### src/rtl/imem_loader_pkg.sv
// Shared definitions for the instruction-memory loader: state encoding and
// default command/marker values used by the loader and its word assembler.
// No logic; types and constants only.
package imem_loader_pkg;

    localparam int          NB_BITS_DFLT   = 32;
    localparam logic [7:0]  START_CMD_DFLT = 8'h4C;
    localparam logic [31:0] HALT_WORD_DFLT = 32'hFFFF_FFFF;

    typedef enum logic [1:0] {
        ST_IDLE  = 2'd0,
        ST_LOAD  = 2'd1,
        ST_WRITE = 2'd2,
        ST_DONE  = 2'd3
    } state_t;

endpackage

### src/rtl/imem_word_assembler.sv
// Purpose: packs a byte stream MSB-first into NB_BITS-wide words.
// Latency: word_vld/word_dat are combinational on the strobe of the last byte.
// Backpressure: none; every byte_vld strobe is consumed in the cycle it arrives.
module imem_word_assembler #(
    parameter int NB_BITS = 32
) (
    input  logic               clk,
    input  logic               rst,
    input  logic               clr,
    input  logic               byte_vld,
    input  logic [7:0]         byte_dat,
    output logic               word_vld,
    output logic [NB_BITS-1:0] word_dat
);

    localparam int NB_BYTES = NB_BITS / 8;
    localparam int NB_CNT   = (NB_BYTES > 1) ? $clog2(NB_BYTES) : 1;

    logic [NB_CNT-1:0]  byte_cnt;
    logic [NB_BITS-1:0] shift_q;

    // The word is visible on the same cycle its last byte arrives, so the
    // loader can register it without an extra pipeline stage.
    assign word_dat = {shift_q[NB_BITS-9:0], byte_dat};
    assign word_vld = byte_vld && (byte_cnt == NB_CNT'(NB_BYTES - 1));

    // Shift register and byte counter; counter wraps after the last byte.
    always_ff @(posedge clk) begin
        if (rst || clr) begin
            byte_cnt <= '0;
            shift_q  <= '0;
        end else if (byte_vld) begin
            shift_q  <= word_dat;
            byte_cnt <= word_vld ? '0 : byte_cnt + 1'b1;
        end
    end

endmodule

### src/rtl/imem_loader.sv
// Purpose: loads instruction memory from a UART byte stream; holds the CPU in reset while loading.
// Latency: o_imem_we pulses the cycle after the strobe of each word's last byte.
// Backpressure: none; bytes in LOAD and WRITE are always accepted (optional IMEM_LOADER_CHECKSUM_EN).
module imem_loader
    import imem_loader_pkg::*;
#(
    parameter int                 NB_BITS    = NB_BITS_DFLT,
    parameter int                 FILE_DEPTH = 60,
    parameter int                 NB_ADDR    = 6,
    parameter logic [7:0]         START_CMD  = START_CMD_DFLT,
    parameter logic [NB_BITS-1:0] HALT_WORD  = NB_BITS'(HALT_WORD_DFLT)
) (
    input  logic               i_clk,
    input  logic               i_rst,
    input  logic [7:0]         i_rx_data,
    input  logic               i_rx_valid,
    output logic [NB_ADDR-1:0] o_imem_addr,
    output logic [NB_BITS-1:0] o_imem_data,
    output logic               o_imem_we,
    output logic               o_pc_we,
    output logic               o_if_id_we,
    output logic               o_cpu_rst,
    output logic               o_busy,
    output logic               o_done,
    output logic [NB_BITS-1:0] o_checksum
);

    state_t               state_q;
    state_t               state_d;
    logic [NB_ADDR-1:0]   addr_cnt;
    logic                 byte_vld;
    logic                 start_acc;
    logic                 last_wr;
    logic                 word_vld;
    logic [NB_BITS-1:0]   word_dat;
    logic                 busy_d;
    logic                 run_d;

    // A byte during the single WRITE cycle belongs to the next word.
    assign byte_vld  = i_rx_valid && ((state_q == ST_LOAD) || (state_q == ST_WRITE));
    assign start_acc = i_rx_valid && (i_rx_data == START_CMD) &&
                       ((state_q == ST_IDLE) || (state_q == ST_DONE));
    // In WRITE, o_imem_data holds the word being written at addr_cnt.
    assign last_wr   = (o_imem_data == HALT_WORD) ||
                       (addr_cnt == NB_ADDR'(FILE_DEPTH - 1));

    imem_word_assembler #(
        .NB_BITS (NB_BITS)
    ) u_asm (
        .clk      (i_clk),
        .rst      (i_rst),
        .clr      (start_acc),
        .byte_vld (byte_vld),
        .byte_dat (i_rx_data),
        .word_vld (word_vld),
        .word_dat (word_dat)
    );

    // State register.
    always_ff @(posedge i_clk) begin
        if (i_rst) state_q <= ST_IDLE;
        else       state_q <= state_d;
    end

    // Next state, plus next values of the registered status outputs.
    always_comb begin
        state_d = state_q;
        case (state_q)
            ST_IDLE:  if (start_acc) state_d = ST_LOAD;
            ST_LOAD:  if (word_vld)  state_d = ST_WRITE;
            ST_WRITE: state_d = last_wr ? ST_DONE : ST_LOAD;
            ST_DONE:  if (start_acc) state_d = ST_LOAD;
            default:  state_d = ST_IDLE;
        endcase
        busy_d = (state_d == ST_LOAD) || (state_d == ST_WRITE);
        run_d  = (state_d == ST_DONE);
    end

    // Word address: restarts at 0 on each load, never advances past the last word.
    always_ff @(posedge i_clk) begin
        if (i_rst || start_acc)                   addr_cnt <= '0;
        else if (state_q == ST_WRITE && !last_wr) addr_cnt <= addr_cnt + 1'b1;
    end

    // Registered memory-write port and pipeline-control outputs.
    always_ff @(posedge i_clk) begin
        if (i_rst) begin
            o_imem_we   <= 1'b0;
            o_imem_addr <= '0;
            o_imem_data <= '0;
            o_busy      <= 1'b0;
            o_done      <= 1'b0;
            o_cpu_rst   <= 1'b1;
            o_pc_we     <= 1'b0;
            o_if_id_we  <= 1'b0;
        end else begin
            o_imem_we <= word_vld;
            if (word_vld) begin
                o_imem_addr <= addr_cnt;
                o_imem_data <= word_dat;
            end
            o_busy     <= busy_d;
            o_done     <= run_d;
            o_cpu_rst  <= !run_d;
            o_pc_we    <= run_d;
            o_if_id_we <= run_d;
        end
    end

`ifdef IMEM_LOADER_CHECKSUM_EN
    logic [NB_BITS-1:0] csum_q;

    // XOR of all words written since the last START_CMD; frozen in DONE.
    always_ff @(posedge i_clk) begin
        if (i_rst || start_acc)      csum_q <= '0;
        else if (state_q == ST_WRITE) csum_q <= csum_q ^ o_imem_data;
    end

    assign o_checksum = csum_q;
`else
    assign o_checksum = '0;
`endif

endmodule
### config.mk
export PLATFORM = sky130hd
export DESIGN_NAME = imem_loader
export DESIGN_NICKNAME = d
export VERILOG_FILES = /design/src/rtl/imem_loader_pkg.sv /design/src/rtl/imem_word_assembler.sv /design/src/rtl/imem_loader.sv
export SDC_FILE = /design/constraint.sdc
export NUM_CORES = 1
export LEC_CHECK = 0
export CAP_MARGIN = 20
export CORE_ASPECT_RATIO = 1.1
export CORE_MARGIN = 1
export CORE_UTILIZATION = 45
export CTS_CLUSTER_DIAMETER = 30
export DETAILED_ROUTE_END_ITERATION = 10
export GPL_TIMING_DRIVEN = 0
export MAX_ROUTING_LAYER = met4
export PLACE_DENSITY_LB_ADDON = 0.12
export SYNTH_ARGS = -nofsm -noshare
export SYNTH_HDL_FRONTEND = slang
export SYNTH_SLANG_ARGS = --single-unit
### constraint.sdc
create_clock -name i_clk -period 5.85 [get_ports i_clk]
set_input_delay 1.17 -clock i_clk [delete_from_list [all_inputs] [get_ports i_clk]]
set_output_delay 1.17 -clock i_clk [all_outputs]
set_load 0.02 [all_outputs]
==> qor.yml <==
status:
  status: "finished clean"
sta:
  finClkSkew_ns: 0.00700
  hold_slack_ns: 0.455
  rsz0062_at_grt: "no"
  finalSetupTns_ns: 0
  setup_viol: 0
  worst_slew_pin_slew_ns: 0.512
  slew_headroom_pct: 65.8
  slew_violations: 0
  setup_ws_ns: 3.10
  finalHoldViolCount: 0
  fmax_ghz: 0.363
  period_share_pct: 47.1
  finalCriticalPeriod_ns: 2.75
floorplanning:
  ios: 87
  die_w_um: 82.2
  die_y_um: 90.2
  start_util_pct: 47.5
  dieArea_mm2: 0.00742
  core_mm2: 0.00671
  placement_rows: 31
clock_tree:
  clockBufferDepth: 2
  clkSinkCount: 76
  root_buffer: "clkbuf_8"
  cts_hold_buf: 0
  cts_setup_buffers: 0
  ctsResizeCount: 0
  clk_pin_slew_worst_paths_ns: 0.08
  clkLatencyLatePin_ns: 0.35
  cts_tree: "yes"
  htreeDepth: 3
  cts_buffers: 9
min_path:
  hp-class: "flip-flop to flip-flop"
yosys:
  ys_seq_elements: 76
  ys_async_sr_fraction_pct: 0
  syn_area_per_cell_um2: 8.16
  yosys.area.top_type: "dfxtp_1"
  synthCells: 390
  yosysWarnings: 0
  ys_seq_area_share_pct: 47.8
  syn_area_mm2: 0.00318
  yosys.area.top_type_share_pct: 47.8
  ys_types: 35
  synth_flop_cell: "dfxtp_1"
  synth.area.top_cells: "dfxtp_1 48%, nand2_1 15%, a21oi_1 10%"
  synth-edff-count: 0
power_and_ir_drop:
  comb_power_share_pct: 5.4
  power.internal_uw: 804
  powerDensity_mw_per_mm2: 248
  ir_worst_vdd_v: 0.000147
  switching_power_uw: 231
  clock_power_share_pct: 44.7
  seqPwrFrac_pct: 50.0
  swShare_pct: 22.3
  power_mw: 1.03
  p_leak_nw: 1.58
layout:
  n_antenna_cell: 0
  final_net_count: 501
  fin_cells: 572
  syn_to_final_growth_pct: 30.8
  nFillCells: 626
  layout-drive-gt1-share_pct: 14.7
setup_path:
  path_cells: "clkdlybuf4s50_1 -> nor2b_1 -> buf_4 -> nand2_2 -> a31o_2 -> o211ai_2 -> ha_1 -> nor2b_1"
  cp_slowest_cell: "clkdlybuf4s50_1"
  r2r_setup_slack_ns: 3.72
  critPathMaxStageDelay_ns: 0.55
  crit_start: "i_rx_valid"
  crit_required_ns: 6.07
  critPathKind: "primary input to flip-flop"
  r2r_start: "state_q[0]$_SDFF_PP0_"
  worst_setup_path_end_kind: "flip-flop"
  cp-endpoint: "o_busy$_SDFF_PP0_"
  cp.arrival_ns: 2.98
  startpoint_type: "primary input"
  cp_common_cell: "nor2b_1"
  worstPathMaxFanout: 9
  r2r-end: "o_busy$_SDFF_PP0_"
  worstRegToRegCells: 9
place:
  gp_congestion: 0.809
  dp_slack_ns: 2.74
  port-buffer-count: 53
  dp.cells: 556
  post-dp-hpwl_mm: 5.13
route:
  first_iter_violations: 149
  drc: 0
  vias: 2722
  drtPass1Iterations: 4
  via_per_inst: 4.76
  wl_mm: 7.14
  antenna_left: 0
  wl_per_cell_um: 12.5
global_route:
  grt_pass1_wl_mm: 11.6
  grt_pass1_vias: 2454
  grt_overflow: 0
  track_usage_pct: 21.4
  antenna_found_initial: 0
  grt_start_max_net_pins: 14
flow_run:
  cap_violations: 0
## kinds of logic (layout without fill, tap and decap cells)
group	Yosys count	in the layout	synth area share, %
adders and majority gates	5	5	1.96
other	1	32	0.118
DFF	76	76	47.8
xor gates and xnor gates	3	3	0.825
AOI/OAI and AO/OA	78	78	13.5
and+or+nand+nor	165	165	23.6
muxes	1	1	0.314
buffers and inverters	61	130	11.9
## synth_stat cells (all sizes together), types with 2 or more instances
master  instances
nand2         127
dfxtp          76
a21oi          67
buf            46
clkbuf         10
nand4          10
nor2            7
ha              5
inv             5
nand3           5
nand2b          4
a211oi          3
nor2b           3
xnor2           3
a21o            2
and2            2
nor4            2
o21ai           2
## layout by cell type (no fill, tap or decap), types with 2 or more instances in the layout
cell type and instances:
dfxtp_1 76, bufinv_16 2, clkdlybuf4s50_1 53, nand3_1 5
buf_4 38, nand4_1 8, xnor2_1 3, inv_1 5
nand4_2 2, nand2b_1 4, a21oi_1 66, nand2_1 126
clkbuf_1 10, and2_1 2, o21ai_0 2, a211oi_1 2
ha_1 5, nor2b_1 3, buf_2 7, nor4_4 2
nor2_1 7, clkbuf_8 11, conb_1 32, a21o_1 2
## power groups by stage
stage                     registers (mW)  logic [mW]  clock network, mW
after floorplan                    0.529      0.0428                  0
after global placement             0.529      0.0546                  0
after detailed placement           0.529      0.0547                  0
after CTS                          0.517      0.0547              0.469
after global routing               0.517      0.0601              0.493
final                              0.517      0.0554              0.462
## final cells by class
type,count,area [µm²],share of cell area [%]
plain buffers,56,362,8.68
clock buffers,11,151,3.63
clock inverters,5,81.3,1.95
inverters,5,18.8,0.450
multi-input cells,284,1400,33.6
flip-flops and latches,76,1520,36.5
well taps,82,103,2.46
repair buffers,53,531,12.7
## state kept, by name, indices dropped and copies added, names as in the netlist, 2 cells and up
| register | flops |
|---|---|
| o_imem_addr | 6 |
| u_asm.byte_cnt | 2 |
| addr_cnt | 6 |
| state_q | 2 |
| o_imem_data | 32 |
| u_asm.shift_q | 24 |
## worst min path at each step
stage	startpoint	end	cells after the start
final	o_imem_addr[0]$_SDFFE_PP0P_	o_imem_addr[0]$_SDFFE_PP0P_	2
after global routing	u_asm.shift_q[16]$_SDFFE_PP0P_	u_asm.shift_q[16]$_SDFFE_PP0P_	2
after CTS	u_asm.shift_q[21]$_SDFFE_PP0P_	o_imem_data[29]$_SDFFE_PP0P_	2
after detailed placement	u_asm.shift_q[17]$_SDFFE_PP0P_	o_imem_data[25]$_SDFFE_PP0P_	2
after global placement	u_asm.shift_q[22]$_SDFFE_PP0P_	o_imem_data[30]$_SDFFE_PP0P_	2
after floorplan	u_asm.shift_q[16]$_SDFFE_PP0P_	o_imem_data[24]$_SDFFE_PP0P_	2
## per-stage QoR
stage,utilization [%],cell area (µm²)
3_5_place_dp,58.6,3930
4_1_cts,62.1,4170
5_1_grt,62.1,4170
2_1_floorplan,-,3300
6_report,62.1,4170
3_3_place_gp,58.6,3930
## per-layer routing
metal / share of wire, % / track usage (%) / vias up / routed length [µm]
met5: 0 / - / - / 0
met4: 3.4 / 11.8 / 0 / 246
met3: 3.9 / 3.86 / 20 / 277
met2: 47 / 33.0 / 73 / 3360
met1: 46 / 25.7 / 1226 / 3260
li1: - / - / 1403 / -
## critical path, delay by kind of cell
kind | cells | cell delay, ns
AND/OR/NAND/NOR | 3 | 0.38
AO/OA/AOI/OAI | 2 | 0.45
buffers and inverters | 2 | 0.72
adder cells (fa/ha/maj) | 1 | 0.25
No activity file was read; power rests on OpenSTA's default activity.
